File: config.mk
export PLATFORM = sky130hd
export DESIGN_NAME = contador_param
export DESIGN_NICKNAME = d
export VERILOG_FILES = /design/src/rtl/contador_param.sv
export SDC_FILE = /design/constraint.sdc
export NUM_CORES = 1
export LEC_CHECK = 0
export ABC_CLOCK_PERIOD_IN_PS = 4100
export CAP_MARGIN = 10
export CORE_MARGIN = 2
export CORE_UTILIZATION = 45
export DETAILED_ROUTE_END_ITERATION = 10
export GPL_ROUTABILITY_DRIVEN = 1
export PLACE_DENSITY = 0.76
export SYNTH_ARGS = -nofsm -noshare
export SYNTH_HDL_FRONTEND = slang
export SYNTH_SLANG_ARGS = --single-unit
File: constraint.sdc
create_clock -name clk -period 4.1 [get_ports clk]
set_input_delay 0.615 -clock clk [delete_from_list [all_inputs] [get_ports clk]]
set_output_delay 0.615 -clock clk [all_outputs]
set_load 0.05 [all_outputs]
File: src/rtl/contador_param.sv
// Parameterised up/down counter with a built-in prescaler, wrap/saturate modes and tick/tc pulses.
// Optional macro CONTADOR_SYNC_EN adds 2-flop input synchronizers and load edge detection.
module contador_param #(
  parameter int    WIDTH     = 8,
  parameter int    DIV_COUNT = 5000000,
  parameter longint MAX_VAL  = (longint'(1) << WIDTH) - 1
) (
  input  logic             clk,
  input  logic             rst_n,
  input  logic             en,
  input  logic             ud,
  input  logic             sat,
  input  logic             load,
  input  logic [WIDTH-1:0] load_val,
  output logic [WIDTH-1:0] count,
  output logic             tick,
  output logic             tc
);

  if (WIDTH < 1 || WIDTH > 32) begin : g_bad_width
    $error("contador_param: WIDTH must be 1..32");
  end
  if (DIV_COUNT < 1) begin : g_bad_div
    $error("contador_param: DIV_COUNT must be >= 1");
  end
  if (MAX_VAL < 1 || MAX_VAL > ((longint'(1) << WIDTH) - 1)) begin : g_bad_max
    $error("contador_param: MAX_VAL must be within 1..2**WIDTH-1");
  end

  localparam int PW = (DIV_COUNT > 1) ? $clog2(DIV_COUNT) : 1;
  localparam logic [PW-1:0]    PRE_LAST = PW'(DIV_COUNT - 1);
  localparam logic [WIDTH-1:0] MAX      = WIDTH'(MAX_VAL);

  logic          en_i, ud_i, sat_i, load_i;
  logic [PW-1:0] pre_cnt;
  logic          step;

`ifdef CONTADOR_SYNC_EN
  logic [1:0] en_s, ud_s, sat_s, load_s;
  logic       load_d;

  always_ff @(posedge clk or negedge rst_n) begin
    if (!rst_n) begin
      en_s   <= '0;
      ud_s   <= '0;
      sat_s  <= '0;
      load_s <= '0;
      load_d <= 1'b0;
    end else begin
      en_s   <= {en_s[0], en};
      ud_s   <= {ud_s[0], ud};
      sat_s  <= {sat_s[0], sat};
      load_s <= {load_s[0], load};
      load_d <= load_s[1];
    end
  end

  assign en_i   = en_s[1];
  assign ud_i   = ud_s[1];
  assign sat_i  = sat_s[1];
  assign load_i = load_s[1] & ~load_d;
`else
  assign en_i   = en;
  assign ud_i   = ud;
  assign sat_i  = sat;
  assign load_i = load;
`endif

  assign step = en_i && (pre_cnt == PRE_LAST);

  always_ff @(posedge clk or negedge rst_n) begin
    if (!rst_n) begin
      count   <= '0;
      pre_cnt <= '0;
      tick    <= 1'b0;
      tc      <= 1'b0;
    end else if (load_i) begin
      count   <= (load_val > MAX) ? MAX : load_val;
      pre_cnt <= '0;
      tick    <= 1'b0;
      tc      <= 1'b0;
    end else if (en_i) begin
      pre_cnt <= step ? '0 : pre_cnt + PW'(1);
      tick    <= step;
      tc      <= 1'b0;
      if (step) begin
        // Boundary steps either wrap or hold, and both raise tc
        if (ud_i) begin
          if (count >= MAX) begin
            count <= sat_i ? MAX : '0;
            tc    <= 1'b1;
          end else begin
            count <= count + WIDTH'(1);
          end
        end else begin
          if (count == '0) begin
            count <= sat_i ? '0 : MAX;
            tc    <= 1'b1;
          end else begin
            count <= count - WIDTH'(1);
          end
        end
      end
    end else begin
      tick <= 1'b0;
      tc   <= 1'b0;
    end
  end

endmodule

## Word-level counts from Yosys, hierarchy flattened

Cells that the tools add are included.

- $add $sub $neg: 3
- Magnitude comparators: 2
- Equality and inequality tests: 1
- Muxes and demuxes: 20
- Reduce and logical (&&, ||, !) cells: 5

Operator list:

| kind | number |
|---|---|
| $mux 8 | 9 |
| $mux 23 | 3 |
| $add 23x1->23 const B | 1 |
| $eq 23x23->1 const B | 1 |
| $add 8x1->8 const B | 1 |
| $ge 8x8->1 const B | 1 |
| $gt 8x8->1 const B | 1 |
| $logic_not 8->1 | 1 |
| $mux 1 | 8 |
| $sub 8x1->8 const B | 1 |
| $reduce_bool 2->1 | 2 |
| $reduce_and 2->1 | 1 |
| $logic_and 1x1->1 | 1 |

- Bits in registers: 33
- Input bits: 14
- Output and inout bits: 10
- Logic and storage cells: 35

## Longest topological paths before layout

Gate-level depths: netlist of the first run.

- Word-level depth: 6
- Depth in mapped cells: 8
- Gate-level depth less buffers: 7

## Worst setup path after synthesis of the first run

Ideal clock, no wire load.

- Path kind: in2reg
- Start: input en
- End: register count[2]
- Library setup time: 0.066 ns
- Arrival time: 2.229 ns
- Data required time: 4.034 ns
- Path slack: 1.805 ns
- Stages: 7
- Buffers on the path: 2
- Path through: buf_2 -> nand4b_1 -> or4_4 -> or4_4 -> buf_6 -> a221oi_2 -> a221o_1

- Word-level cells in the longest chain between the ends: 3
- Elaborated cells between the ends (all ways): 4
- Classes of those cells: 4 x reduce/logical

Ends and longest elaborated chain:

| element | line | source |
|---|---|---|
| start: declaration | 10 | `input logic en,` |
| $logic_and 1x1->1 | 69 | `assign step = en_i && (pre_cnt == PRE_LAST);` |
| $reduce_bool 2->1 (no source line) | n/a |  |
| $reduce_and 2->1 (no source line) (*) | n/a |  |
| end signal: assignment | 78 | `count <= (load_val > MAX) ? MAX : load_val;` |
| end signal: assignment | 90 | `count <= sat_i ? MAX : '0;` |
| end signal: assignment | 93 | `count <= count + WIDTH'(1);` |
| end: declaration | 15 | `output logic [WIDTH-1:0] count,` |

Every way passes the cells marked *; elsewhere a longest branch is shown, timed or not.
A chain may end at the register's enable or synchronous reset.

## Final worst setup path of the first run

- Start: input load
- End: register pre_cnt[17]

- Word-level cells in the longest chain between the ends: 1
- Elaborated cells between the ends (all ways): 2
- Classes of those cells: 1 x mux; 1 x reduce/logical

Ends and longest elaborated chain:

| element | line | source |
|---|---|---|
| start: declaration | 13 | `input logic load,` |
| $mux 23 / $reduce_bool 2->1 (equally long branches) | n/a |  |
| end signal: assignment | 83 | `pre_cnt <= step ? '0 : pre_cnt + PW'(1);` |
| end: declaration | 35 | `logic [PW-1:0] pre_cnt;` |

Parallel ways exist; a longest one is shown, timed or not.

==> results.json, run 1 <==
{
  "htreeDepth": 2,
  "ys.flop_type": "dfrtp_1",
  "synth_edf_count": 0,
  "r2r_setup_slack_ns": 1.72,
  "seq_area_frac_synth_pct": 39.1,
  "slew_headroom_pct": 36.9,
  "synthesis.nets": 258,
  "critPathArrivalTime_ns": 2.98,
  "hold_path_class": "flip-flop to flip-flop",
  "synthesis.yosys.warnings": 0,
  "synth.top_cell.area_share_pct": 39.1,
  "cpPeakStageDelay_ns": 0.82,
  "ys_top_cells_by_count": "nor2_1 (38), dfrtp_1 (33), nand2_1 (19), xor2_1 (16), nand3_1 (14)",
  "avgRoutedWirePerCell_um": 15.3,
  "ys_ff_latch": 33,
  "antenna_cells": 0,
  "vias_per_cell": 5.94,
  "dieArea_mm2": 0.00526,
  "crit_slowest_cell": "clkdlybuf4s50_1",
  "synth_area_mm2": 0.00211,
  "multi_input_area_mm2": 0.00120,
  "antenna_found_initial": 0,
  "nets": 276,
  "track_usage_pct": 20.0,
  "grt_pass1_wl_mm": 8.29,
  "clk_pin_slew_worst_paths_ns": 0.07,
  "finalSetupViolations": 0,
  "ios": 24,
  "num_vias": 1840,
  "endpoint_kind": "flip-flop",
  "initial_core_util_pct": 47.5,
  "timing.hold.ws_ns": 0.532,
  "cts.sinks": 33,
  "cp_max_fo": 15,
  "core_mm2": 0.00444,
  "async_flop_share_pct": 100,
  "tns_ns": 0,
  "start_kind": "input pin",
  "timing.fmax_mhz": 362,
  "seq_area_um2": 826,
  "layout.cells.non_filler": 310,
  "period_minus_slack_ns": 2.76,
  "path_cells": "clkdlybuf4s50_1, o2111ai_1, nor4_1, nand4_1, xor2_1, nor2_1",
  "gp_congestion": 0.829,
  "place_hpwl_mm": 3.31,
  "criticalPathCategory": "input pin to flip-flop",
  "ys_types": 47,
  "status": "completed",
  "tritoncts": "built",
  "die_w_um": 72.5,
  "timing_hold_violations_final": 0,
  "holdPathStages": 1,
  "first_global_vias": 1783,
  "synth_area_leaders": "dfrtp_1 (39%), nor2_1 (6.8%), xor2_1 (6.6%), xnor2_1 (3.7%), nand2_1 (3.4%)",
  "fillers": 410,
  "dpl.cell_count": 303,
  "area_growth_pct": 16.1,
  "worstReg2RegEnd": "count[2]",
  "cts-hold-fix-buffers": 0,
  "required_ns": 4.32,
  "slew_violations": 0,
  "cts_buffer_depth": 2,
  "min_from": "pre_cnt[0]",
  "grt_max_degree": 34,
  "cts_made_buffers": 5,
  "synth_area_leader_cell": "dfrtp_1",
  "cp-startpoint": "load",
  "reg2regPathDepth": 7,
  "drt-total-wl_mm": 4.73,
  "clkLatencyLatePin_ns": 0.29,
  "drive_above_1_share_pct": 8.14,
  "p_per_area_mw_per_mm2": 303,
  "cts-resized-gates": 0,
  "gr-total-overflow": 0,
  "power.leakage_uw": 0.000998,
  "worst_slew_pin_slew_ns": 0.938,
  "drc": 0,
  "grt_setup_unrepaired": "false",
  "dr.first_iter.drc_count": 97,
  "row_count": 24,
  "ant_nets": 0,
  "clockRootBuffer": "clkbuf_8",
  "maxCapViolations": 0,
  "port_buffers": 23,
  "cts_setup_buffers": 0,
  "yosysMostFrequentCell": "nor2_1",
  "finalCritPeriodShare_pct": 67.3,
  "die_h_um": 72.5,
  "synthCells": 240,
  "irDropWorstVdd_mv": 0.141,
  "avgSynthCellArea_um2": 8.80,
  "first_pass_iters": 5,
  "r2r-start": "count[0]",
  "min_to": "pre_cnt[0]",
  "clock_skew_ns": 0.00540
}
[layout by cell type (no fill, tap or decap), types with 2 or more instances in the layout]
cell type / instances
nor2_1: 38
dfrtp_1: 33
clkdlybuf4s50_1: 23
nand2_1: 19
xor2_1: 16
nand3_1: 14
xnor2_1: 9
inv_1: 7
nor4_1: 7
o21ai_0: 7
a22oi_1: 7
nand4_1: 6
nor3_1: 6
clkbuf_8: 6
a21oi_1: 5
a31oi_1: 4
mux2i_1: 4
ha_1: 4
mux2_2: 3
and3_1: 3
or4_4: 2
o2111ai_1: 2
a221oi_1: 2
o31ai_1: 2
o22ai_1: 2
a221oi_2: 2
a221o_1: 2
nor3b_1: 2
buf_4: 2
[critical path: cells and delay by family]
kind,cells,cell delay [ns]
AND/OR/NAND/NOR,3,1.04
XOR/XNOR,1,0.18
buffers and inverters,1,0.82
AO/OA/AOI/OAI,1,0.32
[worst max-delay path by stage]
stage / endpoint / cells after the start
3_3_place_gp: pre_cnt[21] / 6
2_1_floorplan: count[2] / 7
5_1_grt: pre_cnt[21] / 6
6_report: pre_cnt[17] / 6
4_1_cts: pre_cnt[17] / 6
3_5_place_dp: pre_cnt[21] / 6
[where the power goes]
group,total (µW),internal [µW],switching [µW]
logic,141,58.3,82.3
registers,357,334,22.4
clock network,245,133,112
[logic make-up (layout without fill, tap and decap cells)]
kind of cell	after synthesis	after routing	share of synthesized area (%)
compound gates	42	42	14.5
xor+xnor	25	25	10.4
fa+ha+maj	4	4	2.37
buf+inv	22	40	4.32
flops	33	33	39.1
mux	7	7	3.50
simple gates	107	107	25.9
[per-layer routing]
metal	global-route usage [%]	wire length, µm	vias to the layer above
met5	0	0	-
li1	-	-	900
met2	29.8	2090	46
met1	28.6	2290	887
met3	5.00	282	7
met4	6.38	65	0
[area by class of cell]
cell class	count	area share, %
multi-input cells	185	48.9
flip-flops and latches	33	33.7
well taps	52	2.65
clock buffers	7	3.52
repair buffers	25	10.0
inverters	8	1.22
[flip-flops by register name (all words and copies together), names as in the netlist]
register and cells:
pre_cnt 23, count 8, tick 1, tc 1
[through the flow]
stage	utilization [%]	power, µW	setup WS [ns]	cell area [µm²]
3_3_place_gp	53.2	501	1.04	2370
5_1_grt	55.2	784	1.10	2450
4_1_cts	55.2	749	1.29	2450
6_report	55.2	743	1.34	2450
3_5_place_dp	53.2	503	1.05	2370
2_1_floorplan	-	452	1.80	2110
No activity file was read; power rests on OpenSTA's default activity.
==> inputs of run 2 (changes only) <==
ABC_CLOCK_PERIOD_IN_PS = 2300   (was 4100)
PLACE_DENSITY = 0.79   (was 0.76)
clock period = 2.3 ns   (was 4.1 ns; I/O delays follow)
==> run 2 against run 1 <==
Global-route usage increased by 0.40 points. Worst setup slack worse by 1.3 ns. First-iteration DRC count is 100% higher. Via count is 6.1% higher. Sequential share of layout area shrank 2.2 points. Die area did not move. Sequential cell count did not move. Cell area up 7.0%. Sequential power rose by 78%. Clock power grew 130%. Critical path depth unchanged.
==> results.json, run 2 (synthesis gave the netlist of run 1 again) <==
{
  "die_h_um": 72.5,
  "slew_headroom_pct": 62.9,
  "cpPeakStageDelay_ns": 0.61,
  "critPathBufInv": 2,
  "layout_common_cells": "nor2_1 (38), dfrtp_1 (33), clkdlybuf4s50_1 (23)",
  "criticalPathCategory": "input pin to flip-flop",
  "timing.final.ws_setup_ns": 0.0881,
  "cp-startpoint": "en",
  "critPathArrivalTime_ns": 2.41,
  "dieArea_mm2": 0.00526,
  "row_count": 24,
  "place_hpwl_mm": 3.51,
  "power.leakage_uw": 0.00109,
  "worstReg2RegEnd": "count[0]",
  "status": "completed",
  "area_growth_pct": 24.2,
  "met1_usage_pct": 28.7,
  "finalSetupViolations": 0,
  "drt-total-wl_mm": 4.97,
  "num_vias": 1953,
  "irDropWorstVdd_mv": 0.347,
  "vias_per_cell": 5.99,
  "fin_util_pct": 59.0,
  "top_register": "pre_cnt",
  "cpMostUsedCell": "or4_4",
  "timing_hold_violations_final": 0,
  "crit_end": "count[0]",
  "ios": 24,
  "core_mm2": 0.00444,
  "die_w_um": 72.5,
  "cts_made_buffers": 5,
  "tns_ns": 0,
  "crit_slowest_cell": "or4_4",
  "gp_congestion": 0.833,
  "maxCapViolations": 0,
  "path_cells": "clkdlybuf4s50_1, nand4b_1, or4_4, or4_4, buf_4, o21ai_0",
  "track_usage_pct": 20.4,
  "period_minus_slack_ns": 2.21,
  "antenna_found_initial": 0,
  "fillers": 384,
  "initial_core_util_pct": 47.5,
  "reg2regPathDepth": 5,
  "nets": 291,
  "layout.cells.non_filler": 326,
  "hold_path_class": "input pin to asynchronous set/reset pin",
  "r2r-start": "pre_cnt[3]",
  "drive_above_1_share_pct": 14.2,
  "required_ns": 2.49,
  "busiest_layer": "met2",
  "endpoint_kind": "flip-flop",
  "gr-total-overflow": 0,
  "r2r_setup_slack_ns": 0.13,
  "cp_max_fo": 6,
  "grtUsageMet3_pct": 3.61,
  "dr.first_iter.drc_count": 198,
  "avgRoutedWirePerCell_um": 15.2,
  "grt_max_degree": 34,
  "crit_family": "simple AND/OR/NAND/NOR gates",
  "finalCritPeriodShare_pct": 96.2,
  "slew_violations": 0,
  "first_global_vias": 1831,
  "dp_slack_ns": -0.0799,
  "layout_commonest_cell": "nor2_1",
  "groute.layer.met2.usage_pct": 32.3,
  "first_pass_iters": 4,
  "largest_reg_flops": 23,
  "antenna_cells": 0,
  "port_buffers": 23,
  "worst_slew_pin_slew_ns": 0.552,
  "htreeDepth": 2,
  "p_per_area_mw_per_mm2": 560,
  "cts.sinks": 33,
  "ant_nets": 0,
  "grt_pass1_wl_mm": 8.55,
  "grt_setup_unrepaired": "false",
  "timing.fmax_mhz": 452,
  "clockRootBuffer": "clkbuf_8",
  "path_depth": 6,
  "start_kind": "input pin",
  "largest_registers": "pre_cnt x23, count x8",
  "cts-hold-fix-buffers": 0,
  "tritoncts": "built",
  "clock_skew_ns": 0.00791,
  "dpl.cell_count": 317,
  "cts_buffer_depth": 2,
  "clk_pin_slew_worst_paths_ns": 0.07,
  "drc": 0,
  "clkLatencyLatePin_ns": 0.28
}
## run 2: cell count changes in the layout (fill, tap and decap cells not counted), sizes merged
cell,before,now
buf,2,17
clkbuf,7,6
bufinv,0,1
clkinvlp,0,1
## run 2: per-layer routing
layer	vias up	routed length, µm
li1	934	-
met1	945	2380
met2	68	2310
met3	6	238
met4	0	38
met5	-	0
## run 2: repair_timing
action                                  4_1_cts  5_1_grt
setup buffers                                 0        1
endpoints found under the setup margin        0        4
resized for setup                             0        2
## run 2: through the flow
| stage | cell area (µm²) | hold slack, ns | power [µW] |
|---|---|---|---|
| 4_1_cts | 2600 | 0.465 | 1480 |
| 5_1_grt | 2620 | 0.509 | 1540 |
| 3_5_place_dp | 2480 | 0.516 | 914 |
| 6_report | 2620 | 0.462 | 1470 |
| 2_1_floorplan | 2110 | 0.0494 | 806 |
| 3_3_place_gp | 2480 | 0.512 | 911 |
## run 2: power by group
group / leakage (µW) / internal (µW) / switching (µW) / total (µW)
Clock: 0.0000574 / 352 / 209 / 561
Combinational: 0.000584 / 119 / 153 / 271
Sequential: 0.000445 / 595 / 41.2 / 637
## run 2: area by class of cell
cell class / instances / area [µm²] / area share (%)
multi-input combinational: 185 / 1210 / 46.2
inverter: 8 / 30.0 / 1.14
clock buffer: 6 / 82.6 / 3.15
sequential: 33 / 826 / 31.5
timing repair buffer: 40 / 370 / 14.1
clock inverter: 2 / 37.5 / 1.43
tap: 52 / 65.1 / 2.48
## run 2: worst min path at each step
stage	endpoint	slack, ns	cells after the start
after floorplan	count[0]	0.05	0
after global placement	pre_cnt[1]	0.51	1
after detailed placement	pre_cnt[1]	0.52	1
after CTS	pre_cnt[18]	0.46	2
after global routing	pre_cnt[18]	0.51	2
final	pre_cnt[19]	0.46	2
